**config.mk**
```make
export PLATFORM = sky130hd
export DESIGN_NAME = key_updown_counter_flat
export DESIGN_NICKNAME = d
export VERILOG_FILES = /design/src/rtl/key_updown_counter_if.sv /design/src/rtl/key_updown_counter.sv /design/src/flat_wrapper.sv
export SDC_FILE = /design/constraint.sdc
export NUM_CORES = 1
export LEC_CHECK = 0
export CAP_MARGIN = 30
export CELL_PAD_IN_SITES_DETAIL_PLACEMENT = 1
export CELL_PAD_IN_SITES_GLOBAL_PLACEMENT = 2
export CORE_UTILIZATION = 35
export CTS_CLUSTER_DIAMETER = 100
export DETAILED_ROUTE_END_ITERATION = 8
export PLACE_DENSITY = 0.78
export RECOVER_POWER = 25
export SYNTH_ARGS = -nofsm -noshare
export SYNTH_HDL_FRONTEND = slang
export SYNTH_SLANG_ARGS = --single-unit
```
**constraint.sdc**
```tcl
create_clock -name CLK -period 2.15 [get_ports CLK]
set_clock_uncertainty 0.2 [all_clocks]
set_input_delay 0.645 -clock CLK [delete_from_list [all_inputs] [get_ports CLK]]
set_output_delay 0.645 -clock CLK [all_outputs]
set_load 0.01 [all_outputs]
```
**src/rtl/key_updown_counter_if.sv**
```systemverilog
// Bundle of the raw key inputs and the debounced counter outputs of
// key_updown_counter; the counter uses the slave view, the stimulus side the master view.
interface key_updown_counter_if;
  logic       KEY_UP;
  logic       KEY_DN;
  logic       KEY_CLR;
  logic [3:0] COUNT;
  logic       UP_PULSE;
  logic       DN_PULSE;
  logic       WRAP_FLAG;

  modport master (
    output KEY_UP, KEY_DN, KEY_CLR,
    input  COUNT, UP_PULSE, DN_PULSE, WRAP_FLAG
  );

  modport slave (
    input  KEY_UP, KEY_DN, KEY_CLR,
    output COUNT, UP_PULSE, DN_PULSE, WRAP_FLAG
  );
endinterface

```
**src/rtl/key_updown_counter.sv**
```systemverilog
// Push-button front end: per-key synchroniser, debounce filter and rising-edge
// strobe, feeding a 4-bit up/down counter that wraps or saturates at 0..MAX_VAL.
module key_updown_counter #(
  parameter int DEB_CYCLES = 4,
  parameter int MAX_VAL    = 15,
  parameter int WRAP       = 1
) (
  input logic                  CLK,
  input logic                  Reset,
  key_updown_counter_if.slave  bus
);

  localparam int             CW       = (DEB_CYCLES > 1) ? $clog2(DEB_CYCLES) : 1;
  localparam logic [CW-1:0]  CNT_LAST = CW'(DEB_CYCLES - 1);
  localparam logic [3:0]     MAX      = 4'(MAX_VAL);

  localparam int K_UP  = 0;
  localparam int K_DN  = 1;
  localparam int K_CLR = 2;

  wire [2:0] raw;
  wire [2:0] rise;

  assign raw = {bus.KEY_CLR, bus.KEY_DN, bus.KEY_UP};

  generate
    for (genvar gi = 0; gi < 3; gi++) begin : g_key
      logic          ff1_reg;
      logic          ff2_reg;
      logic          stable_reg;
      logic          rise_reg;
      logic [CW-1:0] cnt_reg;

      // A level change is accepted only after ff2 has disagreed with the
      // debounced state for DEB_CYCLES consecutive cycles; any agreement restarts it.
      always_ff @(posedge CLK or posedge Reset) begin
        if (Reset) begin
          ff1_reg    <= 1'b0;
          ff2_reg    <= 1'b0;
          stable_reg <= 1'b0;
          rise_reg   <= 1'b0;
          cnt_reg    <= '0;
        end else begin
          ff1_reg  <= raw[gi];
          ff2_reg  <= ff1_reg;
          rise_reg <= 1'b0;
          if (ff2_reg == stable_reg) begin
            cnt_reg <= '0;
          end else if (cnt_reg == CNT_LAST) begin
            stable_reg <= ff2_reg;
            cnt_reg    <= '0;
            rise_reg   <= ff2_reg;
          end else begin
            cnt_reg <= cnt_reg + 1'b1;
          end
        end
      end

      assign rise[gi] = rise_reg;
    end
  endgenerate

  logic [3:0] count_reg;
  logic [3:0] count_next;
  logic       wrap_reg;
  logic       wrap_next;

  // Clear beats everything; simultaneous up and down cancel out.
  always_comb begin
    count_next = count_reg;
    wrap_next  = 1'b0;
    if (rise[K_CLR]) begin
      count_next = 4'd0;
    end else if (rise[K_UP] && rise[K_DN]) begin
      count_next = count_reg;
    end else if (rise[K_UP]) begin
      if (count_reg < MAX) begin
        count_next = count_reg + 4'd1;
      end else if (WRAP != 0) begin
        count_next = 4'd0;
        wrap_next  = 1'b1;
      end
    end else if (rise[K_DN]) begin
      if (count_reg > 4'd0) begin
        count_next = count_reg - 4'd1;
      end else if (WRAP != 0) begin
        count_next = MAX;
        wrap_next  = 1'b1;
      end
    end
  end

  always_ff @(posedge CLK or posedge Reset) begin
    if (Reset) begin
      count_reg <= 4'd0;
      wrap_reg  <= 1'b0;
    end else begin
      count_reg <= count_next;
      wrap_reg  <= wrap_next;
    end
  end

  assign bus.COUNT     = count_reg;
  assign bus.UP_PULSE  = rise[K_UP];
  assign bus.DN_PULSE  = rise[K_DN];
  assign bus.WRAP_FLAG = wrap_reg;

endmodule

```
**src/flat_wrapper.sv**
```systemverilog
// flat-port wrapper written by rule: the top's interface ports become plain ports
module key_updown_counter_flat 
#(
  parameter int DEB_CYCLES = 4,
  parameter int MAX_VAL    = 15,
  parameter int WRAP       = 1
)
  (CLK, Reset, bus_KEY_UP, bus_KEY_DN, bus_KEY_CLR, bus_COUNT, bus_UP_PULSE, bus_DN_PULSE, bus_WRAP_FLAG);
  key_updown_counter_if bus_i ();
  input logic CLK;
  input logic Reset;
  input wire logic [$bits(bus_i.KEY_UP)-1:0] bus_KEY_UP;
  input wire logic [$bits(bus_i.KEY_DN)-1:0] bus_KEY_DN;
  input wire logic [$bits(bus_i.KEY_CLR)-1:0] bus_KEY_CLR;
  output wire logic [$bits(bus_i.COUNT)-1:0] bus_COUNT;
  output wire logic [$bits(bus_i.UP_PULSE)-1:0] bus_UP_PULSE;
  output wire logic [$bits(bus_i.DN_PULSE)-1:0] bus_DN_PULSE;
  output wire logic [$bits(bus_i.WRAP_FLAG)-1:0] bus_WRAP_FLAG;
  assign bus_i.KEY_UP = bus_KEY_UP;
  assign bus_i.KEY_DN = bus_KEY_DN;
  assign bus_i.KEY_CLR = bus_KEY_CLR;
  assign bus_COUNT = bus_i.COUNT;
  assign bus_UP_PULSE = bus_i.UP_PULSE;
  assign bus_DN_PULSE = bus_i.DN_PULSE;
  assign bus_WRAP_FLAG = bus_i.WRAP_FLAG;
  key_updown_counter #(.DEB_CYCLES(DEB_CYCLES), .MAX_VAL(MAX_VAL), .WRAP(WRAP)) u_core (.CLK(CLK), .Reset(Reset), .bus(bus_i));
endmodule
```
==> out/qor.json <==
{
  "outcome": {"value": "finished, final reports clean"},
  "sw_frac_of_total": {"value": 31.7, "unit": "%"},
  "dr.pass1.iters": {"value": 3},
  "clock-root-buffer": {"value": "sky130_fd_sc_hd__clkbuf_4"},
  "timing.setup.critical_path_class": {"value": "reg2out"},
  "clock-sinks": {"value": 23},
  "drt-wirelength-per-cell": {"value": 12.6, "unit": "um"},
  "ys_seq_elements": {"value": 23},
  "muxShareOfSynthArea": {"value": 2.20, "unit": "%"},
  "postCtsHoldBufs": {"value": 0},
  "count_of_standard_cell_rows": {"value": 18},
  "dieHeight": {"value": 54.6, "unit": "um"},
  "seq_power_share": {"value": 50.9, "unit": "%"},
  "netlist.top_cell.by_area": {"value": "sky130_fd_sc_hd__dfrtp_1"},
  "cts-buffers-inserted": {"value": 3},
  "timing.critical_path.arrival": {"value": 1.24, "unit": "ns"},
  "syn_inst": {"value": 84},
  "cell_area_synth": {"value": 968, "unit": "um2"},
  "netlist_top_cells_area": {"value": "sky130_fd_sc_hd__dfrtp_1 59%, sky130_fd_sc_hd__ha_1 6.5%, sky130_fd_sc_hd__o21ai_0 3.6%, sky130_fd_sc_hd__nor2_1 3.1%, sky130_fd_sc_hd__inv_1 2.7%"},
  "power_density": {"value": 1030, "unit": "nW/um2"},
  "critical_path_fanouts_max": {"value": 4},
  "yosys.area_share.xor_xnor": {"value": 3.62, "unit": "%"},
  "fin_crit": {"value": 2.08, "unit": "ns"},
  "synth-adder-area-share": {"value": 6.46, "unit": "%"},
  "design.final.nets": {"value": 116},
  "setup-violations-final": {"value": 0},
  "max-clock-path-buffers": {"value": 2},
  "asyncSetResetFlopFracSynth": {"value": 100, "unit": "%"},
  "p_sw": {"value": 0.000391, "unit": "W"},
  "synth_simple_gate_area_share": {"value": 15.1, "unit": "%"},
  "multiInputGateArea": {"value": 367, "unit": "um2"},
  "report.final.hold_viol_count": {"value": 0},
  "gp_congestion": {"value": 0.699},
  "core": {"value": 2540, "unit": "um2"},
  "insertion_delay": {"value": 0.30, "unit": "ns"},
  "vias": {"value": 670},
  "first_global_vias": {"value": 661},
  "crit_buf_inv": {"value": 1},
  "seq_area": {"value": 582, "unit": "um2"},
  "slew_headroom": {"value": 63.6, "unit": "%"},
  "top_level_ports": {"value": 12},
  "final_hpwl_from_detailed_placement": {"value": 1.25, "unit": "mm"},
  "synth_nets": {"value": 94},
  "fillers": {"value": 285},
  "maximum_frequency_from_static_timing_analysis": {"value": 480, "unit": "MHz"},
  "dieWidth": {"value": 54.6, "unit": "um"},
  "slew_violations": {"value": 0},
  "crit_path_start_kind": {"value": "flip-flop"},
  "largest_register_ff_count": {"value": 6},
  "combPwrFrac": {"value": 33.4, "unit": "%"},
  "grt_first_pass_wirelength": {"value": 2.93, "unit": "mm"},
  "antenna_cells": {"value": 0},
  "synth_commonest_cells": {"value": "23 x sky130_fd_sc_hd__dfrtp_1, 8 x sky130_fd_sc_hd__nor2_1, 7 x sky130_fd_sc_hd__inv_1, 7 x sky130_fd_sc_hd__o21ai_0, 5 x sky130_fd_sc_hd__ha_1"},
  "post-synth-top-area-fraction": {"value": 59.4, "unit": "%"},
  "layoutNonFillerInstCount": {"value": 135},
  "count_of_flip_flops_with_a_built_in_enable_after_synthesis": {"value": 0},
  "syn_avg_cell_area": {"value": 11.5, "unit": "um2"},
  "route.detailed.drc": {"value": 0},
  "synth_top_family_by_area": {"value": "simple AND/OR/NAND/NOR gates"},
  "leakage": {"value": 0.578, "unit": "nW"},
  "cp_top_delay_family": {"value": "buffers and inverters"},
  "routed_wl": {"value": 1.70, "unit": "mm"},
  "number_of_antenna_violations_at_the_first_check_in_global_routing": {"value": 0},
  "synth_cell_type_count": {"value": 25},
  "globalRoute.totalOverflow": {"value": 0},
  "placed_area": {"value": 1120, "unit": "um2"},
  "initial_utilization": {"value": 38.1, "unit": "%"},
  "synth_most_common_cell": {"value": "sky130_fd_sc_hd__dfrtp_1"},
  "transition_at_the_pin_with_the_smallest_max_transition_slack": {"value": 0.546, "unit": "ns"},
  "final_design_area_no_fill": {"value": 1200, "unit": "um2"},
  "place.detailed.instances": {"value": 126},
  "floorplan.die_area": {"value": 2980, "unit": "um2"},
  "critPathMaxStageDelay": {"value": 0.54, "unit": "ns"},
  "drt.antenna.violating_nets": {"value": 0},
  "cts.htree.levels": {"value": 1},
  "drive_gt1_share": {"value": 17.1, "unit": "%"},
  "fin_tns_setup": {"value": 0, "unit": "ns"},
  "synth_seq_area_share": {"value": 59.4, "unit": "%"},
  "port_buffers": {"value": 11},
  "power.ir.vdd_worst": {"value": 685, "unit": "uV"},
  "rsz0062_at_grt": {"value": "false"},
  "drv.max_cap_violation_count": {"value": 0},
  "ys.warnings.count": {"value": 0},
  "critical_path.endpoint_type": {"value": "primary output"},
  "worst_ep_required_time": {"value": 1.30, "unit": "ns"},
  "syn_to_final_growth": {"value": 23.5, "unit": "%"},
  "pwr-share-clk": {"value": 15.6, "unit": "%"},
  "synth_compound_gate_area_share": {"value": 10.5, "unit": "%"},
  "worstHoldPathType": {"value": "reg2reg"},
  "cell_internal_pwr": {"value": 0.000841, "unit": "W"},
  "gr-usage-all-layers": {"value": 14.5, "unit": "%"},
  "crit_chain": {"value": "clkdlybuf4s50_1"},
  "finalCritPeriodShare": {"value": 96.9, "unit": "%"},
  "viasPerCell": {"value": 4.96},
  "grt_start_max_net_pins": {"value": 24},
  "cts_tree": {"value": "yes"},
  "critical-path-slowest-cell": {"value": "sky130_fd_sc_hd__clkdlybuf4s50_1"},
  "path_clk_slew": {"value": 0.12, "unit": "ns"},
  "first_iter_violations": {"value": 4},
  "synth_flop_cell": {"value": "sky130_fd_sc_hd__dfrtp_1"}
}
-- repair_timing --
item,CTS,global route
gates resized for setup,6,2
endpoints found under the setup margin,6,3
buffers inserted,3,2
-- worst paths after layout --
path / from / endpoint / slack (ns) / cells past startpoint
max: u_core.bus.COUNT[1] / bus_COUNT[1] / 0.07 / 1
min: u_core.g_key[2].ff1_reg / u_core.g_key[2].ff2_reg / 0.17 / 0
max reg2reg: u_core.bus.COUNT[0] / u_core.bus.COUNT[3] / 0.28 / 6
min reg2reg: u_core.g_key[2].ff1_reg / u_core.g_key[2].ff2_reg / 0.17 / 0
max in group asynchronous: Reset / u_core.bus.COUNT[1] / 0.67 / 3
min in group asynchronous: Reset / u_core.g_key[2].ff1_reg / 0.69 / 3
-- cells in the final DEF (no fill, tap or decap), drive strengths merged, types with 2 or more instances in the layout --
master / n
clkbuf: 4
xnor2: 2
dfrtp: 23
nor2: 8
nor2b: 4
a22oi: 2
xor2: 2
buf: 5
nand2: 3
inv: 7
nor3b: 2
a31oi: 2
nor3: 3
o21ai: 7
clkdlybuf4s50: 4
ha: 5
dlymetal6s2s: 2
a211oi: 2
dlygate4sd3: 4
nand2b: 2
-- per-layer routing --
| layer | part of all wire, % | global-route usage, % | vias to the layer above |
|---|---|---|---|
| li1 | - | - | 325 |
| met1 | 45 | 17.2 | 333 |
| met2 | 51 | 24.7 | 10 |
| met3 | 2.7 | 2.50 | 2 |
| met4 | 1.1 | 7.69 | 0 |
| met5 | 0 | 0 | - |
-- power by group through the flow --
stage | sequential, W | clock (W) | combinational, W
after floorplan | 0.000646 | 0 | 0.000223
after global placement | 0.000648 | 0 | 0.000342
after detailed placement | 0.000658 | 0 | 0.000360
after CTS | 0.000637 | 0.000202 | 0.000397
after global routing | 0.000647 | 0.000221 | 0.000478
final | 0.000628 | 0.000193 | 0.000412
-- metrics by stage --
stage / util (%) / worst slack (ns) / power (W) / hold slack (ns)
finish: 47.0 / 0.0660 / 0.00123 / 0.166
detailed placement: 44.1 / 0.250 / 0.00102 / 0.138
global route: 47.0 / 0.00804 / 0.00135 / 0.180
floorplan: - / 0.525 / 0.000869 / 0.131
global placement: 44.1 / 0.280 / 0.000989 / 0.134
CTS: 46.3 / 0.000382 / 0.00124 / 0.167
-- final cells by class --
| class | count | area share, % |
|---|---|---|
| clock inverters | 1 | 0.418 |
| well taps | 30 | 3.14 |
| inverters | 7 | 2.20 |
| flip-flops and latches | 23 | 48.6 |
| clock buffers | 3 | 1.88 |
| multi-input cells | 54 | 30.6 |
| repair buffers | 17 | 13.1 |
-- cells by family (layout without fill, tap and decap cells) --
logic type,after synthesis,count (layout)
AND/OR/NAND/NOR,27,27
flip-flops,23,23
AO/OA/AOI/OAI,16,16
buffers and inverters,7,28
adder cells (fa/ha/maj),5,5
XOR/XNOR,4,4
multiplexers,2,2
(Power assumes the default switching activity.)
